## src/rtl/change_dispenser.sv

```systemverilog
// change_dispenser: drives the quarter hopper once per owed coin and confirms each coin on the sense input.
// Define DOLLAR_HOPPER_EN to add a dollar hopper that pays 4 quarters per confirmed coin.
module change_dispenser #(
   parameter int AMT_W       = 4,
   parameter int TIMEOUT_CYC = 50,
   parameter int GAP_CYC     = 8
) (
   input  logic             clk,
   input  logic             rst_n,
`ifdef DOLLAR_HOPPER_EN
   input  logic             hopper_sense_dollar,
   input  logic             hopper_empty_dollar,
   output logic             motor_dollar,
`endif
   input  logic             req,
   input  logic [AMT_W-1:0] amount,
   input  logic             hopper_sense,
   input  logic             hopper_empty,
   input  logic             fault_clr,
   output logic             motor,
   output logic             busy,
   output logic             done,
   output logic             jam,
   output logic             empty_err,
   output logic [AMT_W-1:0] remaining,
   output logic [AMT_W-1:0] dispensed
);
   localparam logic [2:0] IDLE  = 3'd0;
   localparam logic [2:0] CHECK = 3'd1;
   localparam logic [2:0] DRIVE = 3'd2;
   localparam logic [2:0] GAP   = 3'd3;
   localparam logic [2:0] DONE  = 3'd4;
   localparam logic [2:0] FAULT = 3'd5;
   localparam int TW = $clog2(TIMEOUT_CYC + GAP_CYC);

   logic [2:0]       state;
   logic [TW-1:0]    timer;
   logic [2:0]       sq;
   logic             motor_on;
   logic             sel;
   logic             ev;
   logic             ev_d;
   logic             dol_ok;
   logic [AMT_W-1:0] step;

   always_ff @(posedge clk or negedge rst_n)
      if (!rst_n) sq <= '0;
      else        sq <= {sq[1:0], hopper_sense};

`ifdef DOLLAR_HOPPER_EN
   logic [2:0] sd;
   always_ff @(posedge clk or negedge rst_n)
      if (!rst_n) sd <= '0;
      else        sd <= {sd[1:0], hopper_sense_dollar};
   assign ev_d         = sd[1] & ~sd[2];
   assign dol_ok       = remaining >= AMT_W'(4) && !hopper_empty_dollar;
   assign motor_dollar = motor_on & sel;
`else
   assign ev_d   = 1'b0;
   assign dol_ok = 1'b0;
`endif

   assign ev    = sel ? ev_d : sq[1] & ~sq[2];
   assign step  = sel ? AMT_W'(4) : AMT_W'(1);
   assign motor = motor_on & ~sel;
   assign busy  = state != IDLE;

   always_ff @(posedge clk or negedge rst_n)
      if (!rst_n) begin
         state     <= IDLE;
         timer     <= '0;
         motor_on  <= 1'b0;
         sel       <= 1'b0;
         done      <= 1'b0;
         jam       <= 1'b0;
         empty_err <= 1'b0;
         remaining <= '0;
         dispensed <= '0;
      end else begin
         done <= 1'b0;
         case (state)
            IDLE:
               if (req && amount == '0) done <= 1'b1;
               else if (req) begin
                  remaining <= amount;
                  dispensed <= '0;
                  state     <= CHECK;
               end
            CHECK: begin
               timer     <= '0;
               sel       <= dol_ok;
               motor_on  <= dol_ok | ~hopper_empty;
               empty_err <= ~dol_ok & hopper_empty;
               state     <= (dol_ok | ~hopper_empty) ? DRIVE : FAULT;
            end
            DRIVE:
               if (ev) begin
                  motor_on <= 1'b0;
                  timer    <= '0;
                  if (remaining >= step) begin
                     remaining <= remaining - step;
                     dispensed <= dispensed + step;
                  end
                  done  <= remaining <= step;
                  state <= (remaining <= step) ? DONE : GAP;
               end else if (timer == TW'(TIMEOUT_CYC - 1)) begin
                  jam      <= 1'b1;
                  motor_on <= 1'b0;
                  state    <= FAULT;
               end else timer <= timer + 1'b1;
            // the CHECK cycle is the last of the GAP_CYC motor-off cycles
            GAP:
               if (timer == TW'(GAP_CYC - 2)) state <= CHECK;
               else timer <= timer + 1'b1;
            DONE: state <= IDLE;
            FAULT:
               if (fault_clr) begin
                  jam       <= 1'b0;
                  empty_err <= 1'b0;
                  state     <= IDLE;
               end
            default: state <= IDLE;
         endcase
      end
endmodule

```

## config.mk

```make
export PLATFORM = sky130hd
export DESIGN_NAME = change_dispenser
export DESIGN_NICKNAME = d
export VERILOG_FILES = /design/src/rtl/change_dispenser.sv
export SDC_FILE = /design/constraint.sdc
export NUM_CORES = 1
export LEC_CHECK = 0
export ABC_AREA = 1
export CORE_UTILIZATION = 55
export DETAILED_ROUTE_END_ITERATION = 16
export DONT_BUFFER_PORTS = 1
export HOLD_SLACK_MARGIN = 0.06
export PLACE_DENSITY = 0.7
export REMOVE_ABC_BUFFERS = 1
export SETUP_SLACK_MARGIN = 0.2
export SLEW_MARGIN = 25
export SYNTH_ARGS = -nofsm -noshare
export SYNTH_HDL_FRONTEND = slang
export SYNTH_SLANG_ARGS = --single-unit
```

## constraint.sdc

```tcl
create_clock -name clk -period 1.7 [get_ports clk]
set_clock_uncertainty 0.2 [all_clocks]
set_input_delay 0.425 -clock clk [delete_from_list [all_inputs] [get_ports clk]]
set_output_delay 0.425 -clock clk [all_outputs]
set_load 0.01 [all_outputs]
```

==> impl_metrics.py, run 1 <==
metrics = {
    "cts": {
        "worst_skew_pair.late_latency_ps": 320,
        "cts.htree.levels": 1,
        "cts_buffers": 3,
        "cts_sinks": 24,
        "clk_pin_slew_worst_paths_ps": 130,
        "cts_tree": "built",
        "ctsLongestPathBuffers": 2,
        "root_buffer": "clkbuf_4",
    },
    "worst_hold_path": {
        "min_to": "done$_DFF_PN0_",
        "hold-path-cell-count": 2,
        "min-delay-start": "req",
        "hp-class": "input port to flip-flop",
    },
    "power": {
        "clkPwrFrac_pct": 8.0,
        "p_sw_mw": 1.575,
        "swShare_pct": 48.25,
        "leakage_nw": 0.9486,
        "p_seq_share_pct": 27.0,
        "peakVddDrop_mv": 1.550,
        "power_frac_comb_pct": 65.1,
        "power.density_cell_area_nw_per_um2": 1642,
        "internal-power_mw": 1.689,
    },
    "global_route": {
        "grt_pass1_vias": 1315,
        "grt_max_degree": 25,
        "gr-total-overflow": 0,
        "track_usage_pct": 27.49,
        "grt_pass1_wl_um": 5713,
        "antenna_found_initial": 0,
    },
    "detailed_routing": {
        "vias": 1479,
        "via_per_inst": 5.667,
        "drt_iter0_drc": 33,
        "routed_wl_um": 4082,
        "drc": 0,
        "first_pass_iters": 4,
        "detail-route-antenna-nets": 0,
        "routedWlPerCell_um": 15.64,
    },
    "worst_setup_path": {
        "regToRegSetupSlack_ps": -30,
        "r2r_cells": 9,
        "criticalPathCategory": "flip-flop to output port",
        "worst_setup_path_end_kind": "output port",
        "rr_endpoint": "dispensed[0]$_DFFE_PN0P_",
        "startpoint_type": "flip-flop",
        "worstReg2RegStart": "state[2]$_DFFE_PN0P_",
        "crit_arrival_ps": 1210,
        "critPathMaxFanout": 3,
        "cp.required_ps": 1070,
    },
    "yosys": {
        "yosys.area_share.simple_pct": 33.03,
        "synthMuxAreaShare_pct": 0,
        "netlist_instances": 199,
        "ys_async_sr_fraction_pct": 100.0,
        "synth_ff_type": "dfrtp_1",
        "yosys_warnings": 0,
        "synth_cell_types": 29,
        "synth-seq-cells": 24,
        "synth_top_family_by_area": "simple AND/OR/NAND/NOR gates",
        "ys_seq_area_share_pct": 40.03,
        "syn_avg_cell_area_um2": 7.539,
        "synthXorXnorAreaFrac_pct": 1.751,
        "netlist_area_um2": 1500,
        "synth_edf_count": 0,
        "synth_adder_area_share_pct": 5.004,
        "synth-compound-area-share_pct": 12.01,
    },
    "cells_and_area": {
        "final_cell_mix": "nand2_1 (45), dfrtp_1 (21), nand2_2 (18), buf_4 (18), inv_1 (17)",
        "n_fill_cell": 171,
        "mostFrequentLayoutCell": "nand2_1",
        "fin_cells": 261,
        "fin_nets": 249,
        "drive_gt1_share_pct": 38.53,
        "diodes": 0,
        "area_delta_synth_final_pct": 32.53,
        "final_util_pct": 78.82,
    },
    "die": {
        "core_area_um2": 2522,
        "rows": 18,
        "fp.dieW_um": 54.23,
        "fp.dieArea_um2": 2940,
        "die_h_um": 54.23,
        "io_pins": 23,
        "start_util_pct": 59.47,
    },
    "sta": {
        "setup_viol": 11,
        "fin_ws_ps": -134.5,
        "min_period_ps": 1835,
        "fin_crit_sh_pct": 107.9,
        "tns_ps": -231.8,
        "slew_headroom_pct": 63.91,
        "tightestPinTransition_ps": 541.4,
        "maxSlewViolCount": 0,
        "rsz0062_at_grt": "yes",
        "hold_violations": 0,
        "max_freq_ghz": 0.5451,
    },
    "placed_design": {
        "port_buffers": 0,
        "place_congestion": 0.8709,
        "dpl.cell_count": 238,
        "dpl.hpwl_um": 2382,
        "dpl_worst_slack_ps": -30.67,
    },
    "status": {
        "status": "finished, violations left",
        "failed_checks": "negative setup slack",
    },
    "flow_run": {
        "maxCapViolations": 0,
    },
}
## kinds of logic after synthesis
kind of cell | Yosys count
buffers and inverters | 29
and+or+nand+nor | 110
adders and majority gates | 6
DFF | 24
AOI/OAI and AO/OA | 27
xor gates and xnor gates | 3
## power groups by stage
| stage | Combinational, mW | Sequential, mW | Clock [mW] |
|---|---|---|---|
| after detailed placement | 1.40 | 0.872 | 0 |
| after global routing | 2.29 | 0.898 | 0.278 |
| after floorplan | 0.919 | 0.914 | 0 |
| after CTS | 1.84 | 0.873 | 0.257 |
| after global placement | 1.37 | 0.866 | 0 |
| final | 2.12 | 0.880 | 0.260 |
## routing by layer
metal	part of all wire, %	global-route usage, %	vias to the layer above
met5	0	0	-
li1	-	-	707
met1	40	34.55	711
met4	2.4	9.402	0
met2	53	47.97	48
met3	4.5	3.611	13
## sequential cells by signal, indices dropped and copies added (netlist names)
signal and cells:
dispensed 4, done 1, empty_err 1, jam 1, motor_on 1, remaining 4
sq 3, state 3, timer 6
## worst max path at each step
stage	start	endpoint	slack, ps	cells after the start
global route	state[2]$_DFFE_PN0P_	busy	-190	3
detailed placement	remaining[0]$_DFFE_PN0P_	remaining[1]$_DFFE_PN0P_	-30	8
finish	state[0]$_DFFE_PN0P_	busy	-130	3
global placement	state[2]$_DFFE_PN0P_	remaining[1]$_DFFE_PN0P_	40	6
floorplan	remaining[0]$_DFFE_PN0P_	remaining[1]$_DFFE_PN0P_	30	8
CTS	state[0]$_DFFE_PN0P_	busy	-120	3
## synthesized netlist by cell type, types with 3 or more instances
cell type	number	share of area (%)
nor2_2	3	1.3
nor2_1	17	4.3
inv_2	5	1.3
ha_1	6	5.0
nand4_1	6	2.5
o21ai_0	7	2.3
nand2_2	6	2.5
o21ai_2	6	3.5
dfrtp_1	24	40
a21oi_1	5	1.7
nand2_1	62	16
inv_1	20	5.0
nand3_1	10	3.3
a211oi_1	3	1.5
## worst max-delay path, stage by stage (launching register included)
cell and delay, ps:
dfrtp_1 420, nor3_2 220, inv_1 110, buf_6 140
## per-stage QoR
stage | power, mW | area (um2) | hold WS [ps]
2_1_floorplan | 1.832 | 1471 | -70.59
3_3_place_gp | 2.239 | 1607 | -70.04
3_5_place_dp | 2.276 | 1607 | -70.07
4_1_cts | 2.966 | 1877 | 67.91
5_1_grt | 3.464 | 1988 | 68.50
6_report | 3.264 | 1988 | 63.66
## what timing repair did
item / in CTS / in global routing
hold endpoints to repair: 28 / 24
setup buffers: 11 / 3
endpoints found under the setup margin: 23 / 25
hold buffers: 4 / 1
cloned: 1 / 0
pin swaps: 9 / 20
gates resized for setup: 33 / 27
## area by class of cell
type | count | area (um2) | share of cell area (%)
multi-input combinational | 147 | 939.7 | 47.26
sequential | 24 | 604.3 | 30.40
timing repair buffer | 32 | 285.3 | 14.35
inverter | 25 | 98.84 | 4.972
tap | 30 | 37.54 | 1.888
clock buffer | 3 | 22.52 | 1.133
Note: power is estimated with default switching activity, not from simulation.
==> run 2, diff against run 1 <==
- CAP_MARGIN: unset -> 40
==> results of run 2 <==
No change in the layout: final DEF, timing and power equal those of run 1.
==> run 3, diff against run 2 <==
- CORE_UTILIZATION: 55 -> 61
- PLACE_DENSITY: 0.7 -> 0.77
- RECOVER_POWER: unset -> 100
- SLEW_MARGIN: 25 -> 20
==> impl_metrics.py, run 3 (same netlist as run 1, synthesis figures left out) <==
metrics = {
    "sta": {
        "rsz0062_at_grt": "yes",
        "hold_violations": 0,
        "maxSlewViolCount": 0,
        "setup_viol": 17,
        "tightestPinTransition_ps": 601.1,
        "tns_ps": -1462,
        "min_period_ps": 1880,
        "fin_crit_sh_pct": 110.6,
        "fin_ws_ps": -179.6,
        "max_freq_ghz": 0.5320,
        "slew_headroom_pct": 59.93,
    },
    "cts": {
        "ctsLongestPathBuffers": 2,
        "cts.htree.levels": 1,
        "clk_pin_slew_worst_paths_ps": 140,
        "cts_tree": "built",
        "cts_sinks": 24,
        "worst_skew_pair.late_latency_ps": 320,
        "cts_buffers": 3,
        "root_buffer": "clkbuf_4",
    },
    "flow_run": {
        "maxCapViolations": 0,
    },
    "die": {
        "rows": 17,
        "core_area_um2": 2255,
        "start_util_pct": 66.54,
        "io_pins": 23,
        "fp.dieW_um": 51.59,
        "fp.dieArea_um2": 2662,
        "die_h_um": 51.59,
    },
    "cells_and_area": {
        "final_util_pct": 92.45,
        "diodes": 0,
        "finalInstanceArea_um2": 2085,
        "largest_register_ffs": 6,
        "final_cell_mix": "nand2_1 (50), buf_4 (27), dfrtp_1 (18)",
        "mostFrequentLayoutCell": "nand2_1",
        "fin_nets": 260,
        "fin_cells": 270,
        "reg_top3": "timer x6, dispensed x4, remaining x4",
        "drive_gt1_share_pct": 42.56,
        "regMostFlops": "timer",
        "area_delta_synth_final_pct": 38.95,
    },
    "detailed_routing": {
        "drc": 0,
        "first_pass_iters": 5,
        "detail-route-antenna-nets": 0,
        "drt_iter0_drc": 151,
        "routedWlPerCell_um": 22.36,
        "routed_wl_um": 6037,
        "via_per_inst": 6.756,
        "vias": 1824,
    },
    "status": {
        "status": "finished, violations left",
        "failed_checks": "negative setup slack",
    },
    "power": {
        "swShare_pct": 50.96,
        "power.density_cell_area_nw_per_um2": 1766,
        "peakVddDrop_mv": 1.563,
        "internal-power_mw": 1.805,
        "leakage_nw": 0.9998,
        "power_frac_comb_pct": 68.2,
        "clkPwrFrac_pct": 7.1,
        "p_sw_mw": 1.876,
        "p_seq_share_pct": 24.8,
    },
    "placed_design": {
        "placed_area_um2": 1604,
        "dpl.hpwl_um": 2476,
        "dpl_worst_slack_ps": -13.32,
        "port_buffers": 0,
        "dpl.cell_count": 236,
        "place_congestion": 0.9294,
    },
    "worst_setup_path": {
        "cp.required_ps": 1750,
        "cpPeakStageDelay_ps": 450,
        "criticalPathCategory": "flip-flop to flip-flop",
        "cp_cell_sequence": "buf_4, nand2_4, buf_6, nor2_4, inv_2, o21ai_4, inv_2, nand2_4, nand2_1, nand2_1",
        "slowest_stage": "dfrtp_1",
        "startpoint_type": "flip-flop",
        "worst_setup_path_end_kind": "flip-flop",
        "crit_arrival_ps": 1930,
        "critical_path_buf_inv_count": 4,
        "critPathMaxFanout": 6,
        "path_delay_family": "simple AND/OR/NAND/NOR gates",
    },
    "worst_hold_path": {
        "hp-class": "input port to flip-flop",
    },
    "global_route": {
        "gr-total-overflow": 0,
        "grt_pass1_wl_um": 7700,
        "grt_pass1_vias": 1677,
        "grt_max_degree": 25,
        "track_usage_pct": 40.34,
        "antenna_found_initial": 0,
    },
}
-- run 3: cell count changes in the layout (fill, tap and decap cells not counted), moves of 2 or more --
| cell | before | now |
|---|---|---|
| nand2_2 | 18 | 13 |
| dfrtp_1 | 21 | 18 |
| dfrtp_2 | 3 | 6 |
| nor2_2 | 1 | 5 |
| nand2_1 | 45 | 50 |
| clkbuf_2 | 0 | 2 |
| clkbuf_1 | 0 | 2 |
| inv_2 | 6 | 8 |
| nor2_1 | 15 | 12 |
| buf_4 | 18 | 27 |
| inv_1 | 17 | 15 |
-- run 3: what timing repair did --
item	4_1_cts	5_1_grt
resized for setup	51	19
pin swaps	22	8
setup buffers	16	9
setup endpoints to repair	23	24
hold endpoints to repair	28	24
cloned	1	0
hold buffers	4	1
-- run 3: stage by stage --
stage	hold WS, ps	power (mW)
2_1_floorplan	-70.59	1.832
3_3_place_gp	-70.06	2.193
3_5_place_dp	-70.11	2.257
4_1_cts	75.60	3.219
5_1_grt	102.3	3.814
6_report	93.38	3.681
-- run 3: cell type report --
| type | instances | area (um2) |
|---|---|---|
| multi-input cells | 147 | 960.9 |
| flip-flops and latches | 24 | 608.1 |
| repair buffers | 43 | 359.1 |
| fillers | 84 | 170.2 |
| inverters | 25 | 98.84 |
| well taps | 28 | 35.03 |
| clock buffers | 3 | 22.52 |
-- run 3: final timing paths --
path,from,to,slack [ps],cells past startpoint
worst max register to register,state[1]$_DFFE_PN0P_,timer[2]$_DFFE_PN0P_,-180,10
worst min register to register,sq[0]$_DFF_PN0_,sq[1]$_DFF_PN0_,180,0
worst max-delay path,state[1]$_DFFE_PN0P_,timer[2]$_DFFE_PN0P_,-180,10
worst min-delay path,req,done$_DFF_PN0_,90,2
min in group asynchronous,rst_n,empty_err$_DFFE_PN0P_,440,2
max in group asynchronous,rst_n,timer[0]$_DFFE_PN0P_,430,2
-- run 3: layer usage --
| layer | up-vias | GRT usage, % | share of wire [%] |
|---|---|---|---|
| met3 | 71 | 5.848 | 12 |
| met1 | 820 | 44.78 | 33 |
| met2 | 203 | 69.91 | 46 |
| li1 | 730 | - | - |
| met4 | 0 | 28.83 | 9.2 |
| met5 | - | 0 | 0 |
-- run 3: power by group through the flow --
stage,sequential [mW],combinational (mW),clock (mW)
after floorplan,0.914,0.919,0
after global placement,0.883,1.31,0
after detailed placement,0.889,1.37,0
after CTS,0.869,2.09,0.255
after global routing,0.918,2.63,0.267
final,0.911,2.51,0.260
